--- src/rtl/branch_sched_pkg.sv ---
// Shared constants for the branch scheduler: branch type codes, FSM states
// and the default outcome-counter width.
`default_nettype none
package branch_sched_pkg;

  localparam logic [5:0] BEQ_T     = 6'b001000;
  localparam logic [5:0] BNE_T     = 6'b001001;
  localparam int         CNT_W_DEF = 16;

  typedef enum logic [1:0] {
    S_IDLE    = 2'd0,
    S_WAIT    = 2'd1,
    S_RESOLVE = 2'd2,
    S_DONE    = 2'd3
  } state_t;

endpackage
`default_nettype wire

--- src/rtl/branch_sched_sat_counter.sv ---
// Saturating up-counter: stops at all-ones, cleared only by reset.
`default_nettype none
module sat_counter #(
  parameter int W = 16
) (
  input  logic         clk,
  input  logic         rst_n,
  input  logic         i_inc,
  output logic [W-1:0] o_count
);

  logic [W-1:0] r_count;

  always_ff @(posedge clk or negedge rst_n) begin
    if (!rst_n) begin
      r_count <= '0;
    end else if (i_inc && (r_count != {W{1'b1}})) begin
      r_count <= r_count + W'(1);
    end
  end

  assign o_count = r_count;

endmodule
`default_nettype wire

--- src/rtl/branch_sched.sv ---
// Branch scheduler: waits for forwarded operands, drives the external
// comparator from registers, and issues a one-cycle redirect when taken.
`default_nettype none
module branch_sched
  import branch_sched_pkg::*;
#(
  parameter int CNT_W    = CNT_W_DEF,
  parameter int MAX_WAIT = 8
) (
  input  logic             clk,
  input  logic             reset,
  input  logic             br_valid,
  input  logic [5:0]       br_type,
  input  logic [31:0]      br_target,
  input  logic             rs_ready,
  input  logic             rt_ready,
  input  logic [31:0]      rs_val,
  input  logic [31:0]      rt_val,
  input  logic             flush,
  input  logic             cmp_result,
  output logic [31:0]      cmp_in1,
  output logic [31:0]      cmp_in2,
  output logic [5:0]       cmp_type,
  output logic             stall_d,
  output logic             redirect_valid,
  output logic [31:0]      redirect_pc,
  output logic             br_done,
  output logic             wait_err,
  output logic [CNT_W-1:0] taken_cnt,
  output logic [CNT_W-1:0] total_cnt
);

  localparam int WCNT_W = $clog2(MAX_WAIT + 1);

  state_t              r_state;
  state_t              w_state_nxt;
  logic [31:0]         r_cmp_in1;
  logic [31:0]         r_cmp_in2;
  logic [5:0]          r_cmp_type;
  logic [31:0]         r_target;
  logic                r_taken;
  logic [WCNT_W-1:0]   r_wait_cnt;
  logic                r_wait_err;

  logic w_ops_ready;
  logic w_latch;
  logic w_clr_wait;
  logic w_inc_wait;
  logic w_sample;
  logic w_done;

  assign w_ops_ready = rs_ready && rt_ready;

  always_comb begin
    w_state_nxt = r_state;
    w_latch     = 1'b0;
    w_clr_wait  = 1'b0;
    w_inc_wait  = 1'b0;
    w_sample    = 1'b0;
    case (r_state)
      S_IDLE: begin
        if (br_valid) begin
          if (w_ops_ready) begin
            w_latch     = 1'b1;
            w_state_nxt = S_RESOLVE;
          end else begin
            w_clr_wait  = 1'b1;
            w_state_nxt = S_WAIT;
          end
        end
      end
      S_WAIT: begin
        if (w_ops_ready) begin
          w_latch     = 1'b1;
          w_state_nxt = S_RESOLVE;
        end else begin
          w_inc_wait  = 1'b1;
        end
      end
      S_RESOLVE: begin
        w_sample    = 1'b1;
        w_state_nxt = S_DONE;
      end
      S_DONE:  w_state_nxt = S_IDLE;
      default: w_state_nxt = S_IDLE;
    endcase
    // A flush kills whatever this cycle would have committed, including an accept.
    if (flush) begin
      w_state_nxt = S_IDLE;
      w_latch     = 1'b0;
      w_clr_wait  = 1'b0;
      w_inc_wait  = 1'b0;
      w_sample    = 1'b0;
    end
  end

  always_ff @(posedge clk or negedge reset) begin
    if (!reset) begin
      r_state    <= S_IDLE;
      r_cmp_in1  <= '0;
      r_cmp_in2  <= '0;
      r_cmp_type <= '0;
      r_target   <= '0;
      r_taken    <= 1'b0;
      r_wait_cnt <= '0;
      r_wait_err <= 1'b0;
    end else begin
      r_state <= w_state_nxt;
      if (w_latch) begin
        r_cmp_in1  <= rs_val;
        r_cmp_in2  <= rt_val;
        r_cmp_type <= br_type;
        r_target   <= br_target;
      end
      if (w_sample) begin
        r_taken <= cmp_result;
      end
      if (w_clr_wait) begin
        r_wait_cnt <= '0;
      end else if (w_inc_wait && (r_wait_cnt != WCNT_W'(MAX_WAIT))) begin
        r_wait_cnt <= r_wait_cnt + WCNT_W'(1);
        if (r_wait_cnt == WCNT_W'(MAX_WAIT - 1)) begin
          r_wait_err <= 1'b1;
        end
      end
    end
  end

  assign w_done = (r_state == S_DONE) && !flush;

  // Reset gating keeps stall_d low while reset is held even if D presents a branch.
  assign stall_d = reset && !flush &&
                   ((r_state == S_WAIT) || (r_state == S_RESOLVE) ||
                    ((r_state == S_IDLE) && br_valid));

  assign br_done        = w_done;
  assign redirect_valid = w_done && r_taken;
  assign redirect_pc    = redirect_valid ? r_target : 32'h0;
  assign cmp_in1        = r_cmp_in1;
  assign cmp_in2        = r_cmp_in2;
  assign cmp_type       = r_cmp_type;
  assign wait_err       = r_wait_err;

  sat_counter #(.W(CNT_W)) u_total_cnt (
    .clk     (clk),
    .rst_n   (reset),
    .i_inc   (w_done),
    .o_count (total_cnt)
  );

  sat_counter #(.W(CNT_W)) u_taken_cnt (
    .clk     (clk),
    .rst_n   (reset),
    .i_inc   (w_done && r_taken),
    .o_count (taken_cnt)
  );

endmodule
`default_nettype wire
--- config.mk ---
export PLATFORM = sky130hd
export DESIGN_NAME = branch_sched
export DESIGN_NICKNAME = d
export VERILOG_FILES = /design/src/rtl/branch_sched_pkg.sv /design/src/rtl/branch_sched_sat_counter.sv /design/src/rtl/branch_sched.sv
export SDC_FILE = /design/constraint.sdc
export NUM_CORES = 1
export LEC_CHECK = 0
export ABC_AREA = 1
export ABC_CLOCK_PERIOD_IN_PS = 1650
export CAP_MARGIN = 20
export CORE_ASPECT_RATIO = 0.5
export CORE_MARGIN = 2
export CORE_UTILIZATION = 40
export CTS_CLUSTER_DIAMETER = 100
export CTS_CLUSTER_SIZE = 25
export DETAILED_ROUTE_END_ITERATION = 6
export PLACE_DENSITY = 0.74
export SLEW_MARGIN = 20
export SYNTH_ARGS = -nofsm -noshare
export SYNTH_HDL_FRONTEND = slang
export SYNTH_SLANG_ARGS = --single-unit
--- constraint.sdc ---
create_clock -name clk -period 1.65 [get_ports clk]
set_clock_uncertainty 0.05 [all_clocks]
set_input_delay 0.33 -clock clk [delete_from_list [all_inputs] [get_ports clk]]
set_output_delay 0.33 -clock clk [all_outputs]
set_load 0.05 [all_outputs]
# After elaboration in Yosys (flattened, before gate mapping)
# Cells that the tools add are included.
# op_classes
addsub	3
n_eq_ne	9
n_reduce_logical	16
muxes	20
n_bitwise	1
# op_table
op	n
adder 16 x 1 -> 16 bit (second input constant)	2
two-way mux 32 bit	1
!= test 16 bit (second input constant)	2
two-way mux 1 bit	11
logical AND 1 bit	9
two-way mux 2 bit	4
two-way mux 4 bit	2
case mux 2 bit (4 select lines)	1
!= test 3 bit (second input constant)	2
adder 4 x 1 -> 4 bit (second input constant)	1
equality test 2 bit (second input constant)	2
equality test 4 x 3 -> 1 bit (second input constant)	1
!= test 4 bit (second input constant)	1
AND reduction 3 bit	1
equality test 2 x 1 -> 1 bit (second input constant)	1
zero test 2 bit	1
logical OR 1 bit	2
case mux 1 bit (2 select lines)	1
AND reduction 2 bit	1
nonzero test 2 bit	1
zero test 1 bit	1
NOT 1 bit	1
# totals
out_inout_bits	138
inputBits	109
word_cells	59
ff_bits	142

# Depth between registers and ports, before layout
# depth
depth_word	7
depth_mapped	10
depth_no_buf	9

# By module
# A second synthesis with hierarchy kept.
# unflattened
cells_unflattened	886
hier_area_um2	7018.0
# modules_own_cells
module	n_inst	cells_each	area_per_inst_um2	seq_area_each_um2
branch_sched	1	588	4901.0	2752.6
sat_counter	2	149	1058.5	400.4

# Least setup slack after synthesis
# OpenSTA, ideal clock, no wires.
# synth_timing
path_type	flip-flop to output port
startpoint	register r_state[0]
endpoint	output port redirect_pc[10]
path_stages_with_launch	7
path_slack_ns	-0.547
t_required_ns	1.270
n_path_buf	1
arrival_time_ns	1.817
path_cell_list	dfrtp_1 > ha_1 > nand2_4 > nor2_8 > inv_4 > buf_2 > nor2_1
# synth_via
elab_chain_len	4
# synth_lines
item	line	rtl
start, declared	branch_sched.sv:35	state_t r_state;
start signal, assigned	branch_sched.sv:108	r_state <= w_state_nxt;
equality test 2 bit	branch_sched.sv:129	assign w_done = (r_state == S_DONE) && !flush;
logical AND 1 bit	branch_sched.sv:129	
logical AND 1 bit	branch_sched.sv:137	assign redirect_valid = w_done && r_taken;
net redirect_valid	branch_sched.sv:25	output logic redirect_valid,
two-way mux 32 bit	branch_sched.sv:138	assign redirect_pc = redirect_valid ? r_target : 32'h0;
end, declared	branch_sched.sv:26	output logic [31:0] redirect_pc,
# The timed path passes the listed nets, and every way through them passes these cells.

# Worst setup path after layout
# layout_timing
startpoint	register r_state[0]
endpoint	output port redirect_pc[9]
# layout_via
elab_chain_len	4
# layout_lines
item	line
equality test 2 bit	branch_sched.sv:129
logical AND 1 bit	branch_sched.sv:129
logical AND 1 bit	branch_sched.sv:137
two-way mux 32 bit	branch_sched.sv:138
# Every way passes these cells.

==> results.yml <==
detailed_routing:
  ant_nets: 0
  num_vias: 6930
  firstDrtPassIters: 5
  drt-initial-drc-count: 462
  drt-total-wl_mm: 25.2
  wl_per_cell_um: 18.0
  route.detailed.drc: 0
  vias_per_cell: 4.96
synth:
  syn_inst: 821
  synth_xor_area_share_pct: 1.18
  yosys-top-cells-area: "dfrtp_1 (53%), nand2_1 (11%), inv_1 (8.0%)"
  ys_seq_elements: 142
  synth_mux_area_share_pct: 0
  synth-adder-area-share_pct: 1.69
  syn_area_per_cell_um2: 8.13
  synth_compound_area_share_pct: 9.65
  synth_nets: 939
  syn_area_mm2: 0.00668
  synth_simple_gate_area_share_pct: 23.2
  synth_largest_area_cell: "dfrtp_1"
  yosys_warnings: 0
  synth.top_cell.area_share_pct: 53.2
  synth.yosys.seq_area_share_pct: 53.2
  synth_top_family_by_area: "simple AND/OR/NAND/NOR gates"
  ys_types: 30
setup_path:
  cp-start-kind: "register"
  crit_type: "register to primary output"
  critPathSlowestCell: "dfrtp_2"
  required_ps: 1270
  worstPathArrival_ps: 1690
  r2r_cells: 9
  cp_cell_sequence: "ha_4 > nand2_4 > nor2_8 > buf_12 > inv_16 > nor2_4 > buf_12"
  cp_max_fo: 17
  path_common_cell: "buf_12"
  r2r-start: "r_state[0]"
  rrSetupSlack_ps: -330
  regToRegEndpoint: "r_target[7]"
  slowest_delay_ps: 450
  cp-end-kind: "primary output"
grt:
  grt_max_degree: 143
  met2_usage_pct: 39.3
  overflow: 0
  grt_pass1_vias: 6293
  antenna_found_initial: 0
  grt_usage_pct: 22.8
  grt_pass1_wl_mm: 32.0
  met3_usage_pct: 3.72
  grt_use_met1_pct: 28.8
  top_usage_layer: "met2"
timing:
  timing.hold.ws_ps: -97.4
  slew_headroom_pct: 40.8
  worst_pin_slew_ps: 888
  setup_viol: 137
  rsz0062_at_grt: "true"
  fmax_mhz: 482
  period_share_pct: 126
  hold_viol_final: 30
  drv_slew: 0
  final.setup.worst_slack_ps: -425
  period_needed_ps: 2070
floorplan:
  die_y_um: 95.4
  pin_count: 247
  coreArea_mm2: 0.0164
  initial_core_util_pct: 40.8
  fp.dieW_um: 187
  std_cell_rows: 33
  die_area_mm2: 0.0178
final_layout:
  drive_gt1_share_pct: 34.5
  fin_area_mm2: 0.0126
  layout_commonest_cell: "nand2_1"
  final_cell_mix: "nand2_1 (171), inv_1 (139), dfrtp_1 (134)"
  fin_nets: 1275
  syn2layout_area_growth_pct: 88.1
  n_antenna_cell: 0
placement:
  hpwl_mm: 13.7
  portBuffers: 246
  placed_area_mm2: 0.0104
  preCtsSetupSlack_ps: -468
  place.gp.congestion: 0.818
power_and_ir_drop:
  intPower_mw: 11.3
  pwr-share-clk_pct: 20.0
  p_leak_nw: 6.09
  comb_power_share_pct: 51.7
  ir_drop_mv: 1.27
  p_seq_share_pct: 28.3
  pwr_density_cell_mw_per_mm2: 1630
  p_sw_mw: 9.18
  switching_share_pct: 44.8
  power.total_mw: 20.5
worst_hold_path:
  hold_class: "primary input to async pin"
cts:
  cts_made_buffers: 17
  clockRootBuffer: "clkbuf_16"
  clkSinkCount: 142
  cts_hold_buf: 0
  h-tree-depth: 4
  worstSkewPairLatency_ps: 410
  clk_pin_slew_worst_paths_ps: 70
  cts_tree: "built"
  clock_path_buffers: 2
outcome:
  violations: "hold timing, setup timing"
  status: "finished with violations"
run:
  maxCapViolCount: 0
==> layer usage <==
layer | routed length, um | vias up
li1 | - | 3215
met1 | 10500 | 3387
met2 | 12400 | 270
met3 | 1430 | 58
met4 | 760 | 0
met5 | 0 | -
==> cell usage after synthesis <==
| master | instances |
|---|---|
| nand2_4 | 1 |
| inv_1 | 143 |
| buf_4 | 8 |
| nor2_8 | 1 |
| o21ai_2 | 1 |
| nand2_1 | 194 |
| a22oi_1 | 1 |
| nor2_4 | 4 |
| nand3b_1 | 5 |
| inv_2 | 1 |
| dfrtp_1 | 142 |
| xnor2_1 | 6 |
| o21ai_0 | 84 |
| nor2_2 | 4 |
| o21ai_1 | 6 |
| nand3b_4 | 1 |
| nor3_1 | 1 |
| clkbuf_1 | 4 |
| a21oi_1 | 34 |
| nand3_1 | 23 |
| buf_2 | 9 |
| nand4_1 | 16 |
| ha_1 | 9 |
| o31ai_1 | 1 |
| and2_1 | 1 |
| inv_4 | 2 |
| xor2_1 | 3 |
| nor2_1 | 102 |
| buf_6 | 6 |
| nand2_2 | 8 |
==> sequential cells by signal (all words and copies together) (netlist names) <==
| name | flops |
|---|---|
| r_taken | 1 |
| r_state | 2 |
| cmp_in2 | 32 |
| r_wait_cnt | 4 |
| u_taken_cnt.o_count | 16 |
| cmp_in1 | 32 |
| r_target | 32 |
| cmp_type | 6 |
| wait_err | 1 |
| u_total_cnt.o_count | 16 |
==> timing repair <==
action,4_1_cts,5_1_grt
gates cloned,8,31
hold endpoints to repair,0,0
setup endpoints to repair,138,164
resized for setup,27,182
setup buffers,8,11
pin swaps,6,6
==> power by group through the flow <==
stage / Sequential, mW / Combinational, mW / Clock (mW)
2_1_floorplan: 8.95 / 2.28 / 0
3_3_place_gp: 5.65 / 8.93 / 0
3_5_place_dp: 5.71 / 9.10 / 0
4_1_cts: 5.68 / 9.38 / 4.13
5_1_grt: 5.96 / 11.1 / 4.32
6_report: 5.81 / 10.6 / 4.11
==> how the worst max path moves through the flow <==
stage               startpoint               to  slack, ps  depth (start not counted)
floorplan           r_state[0]  redirect_pc[10]       -210                          6
finish              r_state[0]   redirect_pc[9]       -420                          7
global placement         flush   redirect_pc[0]       -440                          7
detailed placement       flush  redirect_pc[11]       -470                          7
CTS                 r_state[1]   redirect_pc[8]       -430                          7
global route        r_state[0]   redirect_pc[9]       -470                          7
==> area by class of cell <==
cell class | instances | area (um^2)
Clock inverter | 12 | 159
Timing Repair inverter | 1 | 20.0
Sequential cell | 142 | 3560
Fill cell | 1020 | 3790
Timing Repair Buffer | 342 | 4460
Clock buffer | 20 | 457
Tap cell | 227 | 284
Inverter | 146 | 582
Multi-Input combinational cell | 507 | 3030
==> cells by family after synthesis <==
family	count (synthesis)
compound gates	127
fa+ha+maj	9
buf+inv	173
flops	142
simple gates	361
xor+xnor	9
==> metrics by stage <==
stage	utilization [%]	instances	hold slack (ps)	TNS, ps
after floorplan	-	821	-15.6	-5980
after global placement	63.8	1310	418	-32130
after detailed placement	63.8	1310	424	-36160
after CTS	69.9	1358	45.3	-28700
after global routing	76.8	1397	70.9	-39330
final	76.8	1397	-97.4	-31880
==> worst max-delay path, delay by kind of cell (launching register included) <==
family / cells / cell delay (ps)
fa+ha+maj: 1 / 180
buf+inv: 3 / 450
flops: 1 / 450
simple gates: 3 / 180
Note: power is estimated with default switching activity, not from simulation.
==> patch (same flow settings) <==
The 4 states of `state_t` get a Gray code encoding in 2 bits.
--- a/src/rtl/branch_sched_pkg.sv
+++ b/src/rtl/branch_sched_pkg.sv
@@ -9,8 +9,8 @@
 
   typedef enum logic [1:0] {
-    S_IDLE    = 2'd0,
-    S_WAIT    = 2'd1,
-    S_RESOLVE = 2'd2,
-    S_DONE    = 2'd3
+    S_IDLE    = 2'b00,
+    S_WAIT    = 2'b01,
+    S_RESOLVE = 2'b11,
+    S_DONE    = 2'b10
   } state_t;
 
Function: same outputs for any inputs over 10 cycles, from zero or initial values and one cycle with reset low; not proved beyond that.
==> patch against the unedited design <==
The flow still finishes with violations (negative hold slack, negative setup slack). Area after synthesis is 1.6% lower. Critical endpoint is now redirect_pc[2]. Power decreased by 15%. Combinational power fell by 23%. Sequential power down 6.5%. Setup slack better by 0.11 ns. First-iteration DRC count fell by 16%. Via count down 4.3%. Sequential cell count unchanged. Final area shrank 8.6%. Wire length fell by 20%.
==> patch: results <==
{
  "status": "complete, but fails checks",
  "violations": "negative hold slack, negative setup slack",
  "finalHoldViolCount": 13,
  "placed_area_um2": 10500,
  "syn_nets": 937,
  "diodes": 0,
  "antenna_found_initial": 0,
  "synth_commonest_cells": "nand2_1 (278), dfrtp_1 (142), nor2_1 (102)",
  "nets": 1238,
  "grt_pass1_wl_um": 31100,
  "path_max_fanout": 8,
  "track_usage_pct": 22.4,
  "gp_congestion": 0.881,
  "tightest_slew_ns": 0.766,
  "p_leak_nw": 5.54,
  "fillers": 1150,
  "grt_pass1_vias": 6380,
  "wl_um": 20100,
  "finalSetupViolations": 42,
  "drt_first_pass_iters": 5,
  "hold_ws_ns": -0.00984,
  "synth_area_leaders": "dfrtp_1 (54%), nand2_1 (16%), nand3_1 (7.2%)",
  "setup_tns_ns": -10.13,
  "setup_slack_ns": -0.317,
  "yosysUniqueCellTypes": 27
}
-- patch: where the power goes --
part           internal (mW)  switching (mW)  total, mW
logic                   2.93            5.20       8.13
registers               4.63           0.799       5.43
clock network           2.14            1.66       3.80
-- patch: layer usage --
metal	routed length, um	global-route usage [%]	share of wire [%]
met3	824	3.97	4.1
met1	8000	26.8	40
met2	10700	40.0	53
met4	622	9.59	3.1
met5	0	0	0
-- patch: cells by family (layout without fill, tap and decap cells) --
kind of cell	after synthesis	count (layout)	share of synthesized area, %
DFF	142	142	54.1
xor gates and xnor gates	10	10	1.33
muxes	1	1	0.171
buffers and inverters	109	423	7.24
adders and majority gates	4	4	0.762
and+or+nand+nor	503	503	32.1
AOI/OAI and AO/OA	55	55	4.27
-- patch: timing repair --
item | in CTS | in global routing
resized for setup | 13 | 57
cloned | 1 | 4
hold buffers | 0 | 0
pin swaps | 2 | 11
hold endpoints to repair | 0 | 0
setup endpoints to repair | 35 | 62
buffers inserted | 6 | 7
-- patch: cell type report --
type                            instances  area, um2  area share, %
Clock buffer                           18        429           3.74
Clock inverter                         14        146           1.28
Inverter                               75        298           2.59
Timing Repair inverter                  1       7.51         0.0654
Multi-Input combinational cell        573       2970           25.9
Tap cell                              227        284           2.47
Sequential cell                       142       3570           31.1
Timing Repair Buffer                  315       3760           32.8
-- patch: worst max-delay path, cell delays in order, from the launching register on --
cell and delay [ns]:
dfrtp_1 0.38, inv_2 0.09, nand3_4 0.11, inv_8 0.08, nand2_8 0.08, buf_12 0.18, nor2_4 0.11, buf_12 0.14
-- patch: final timing paths --
kind	slack, ns	from	end	cells past startpoint
setup reg to reg	-0.05	r_state[0]	u_taken_cnt.o_count[14]	11
hold / removal	-0.01	reset	cmp_in1[3]	2
hold reg to reg	0.42	cmp_in1[23]	cmp_in1[23]	2
min in group clk	0.41	rt_val[24]	cmp_in2[24]	3
setup / recovery	-0.32	r_state[0]	redirect_pc[2]	7
max in group asynchronous	0.93	reset	u_taken_cnt.o_count[0]	2
-- patch: metrics by stage --
stage	total power, mW	hold slack (ns)	cells	util [%]
after floorplan	10.0	-0.0156	824	-
after global placement	13.2	0.406	1317	64.8
after detailed placement	13.3	0.409	1317	64.8
after CTS	17.2	0.0475	1356	69.0
after global routing	18.1	0.0756	1365	70.7
final	17.4	-0.00984	1365	70.7
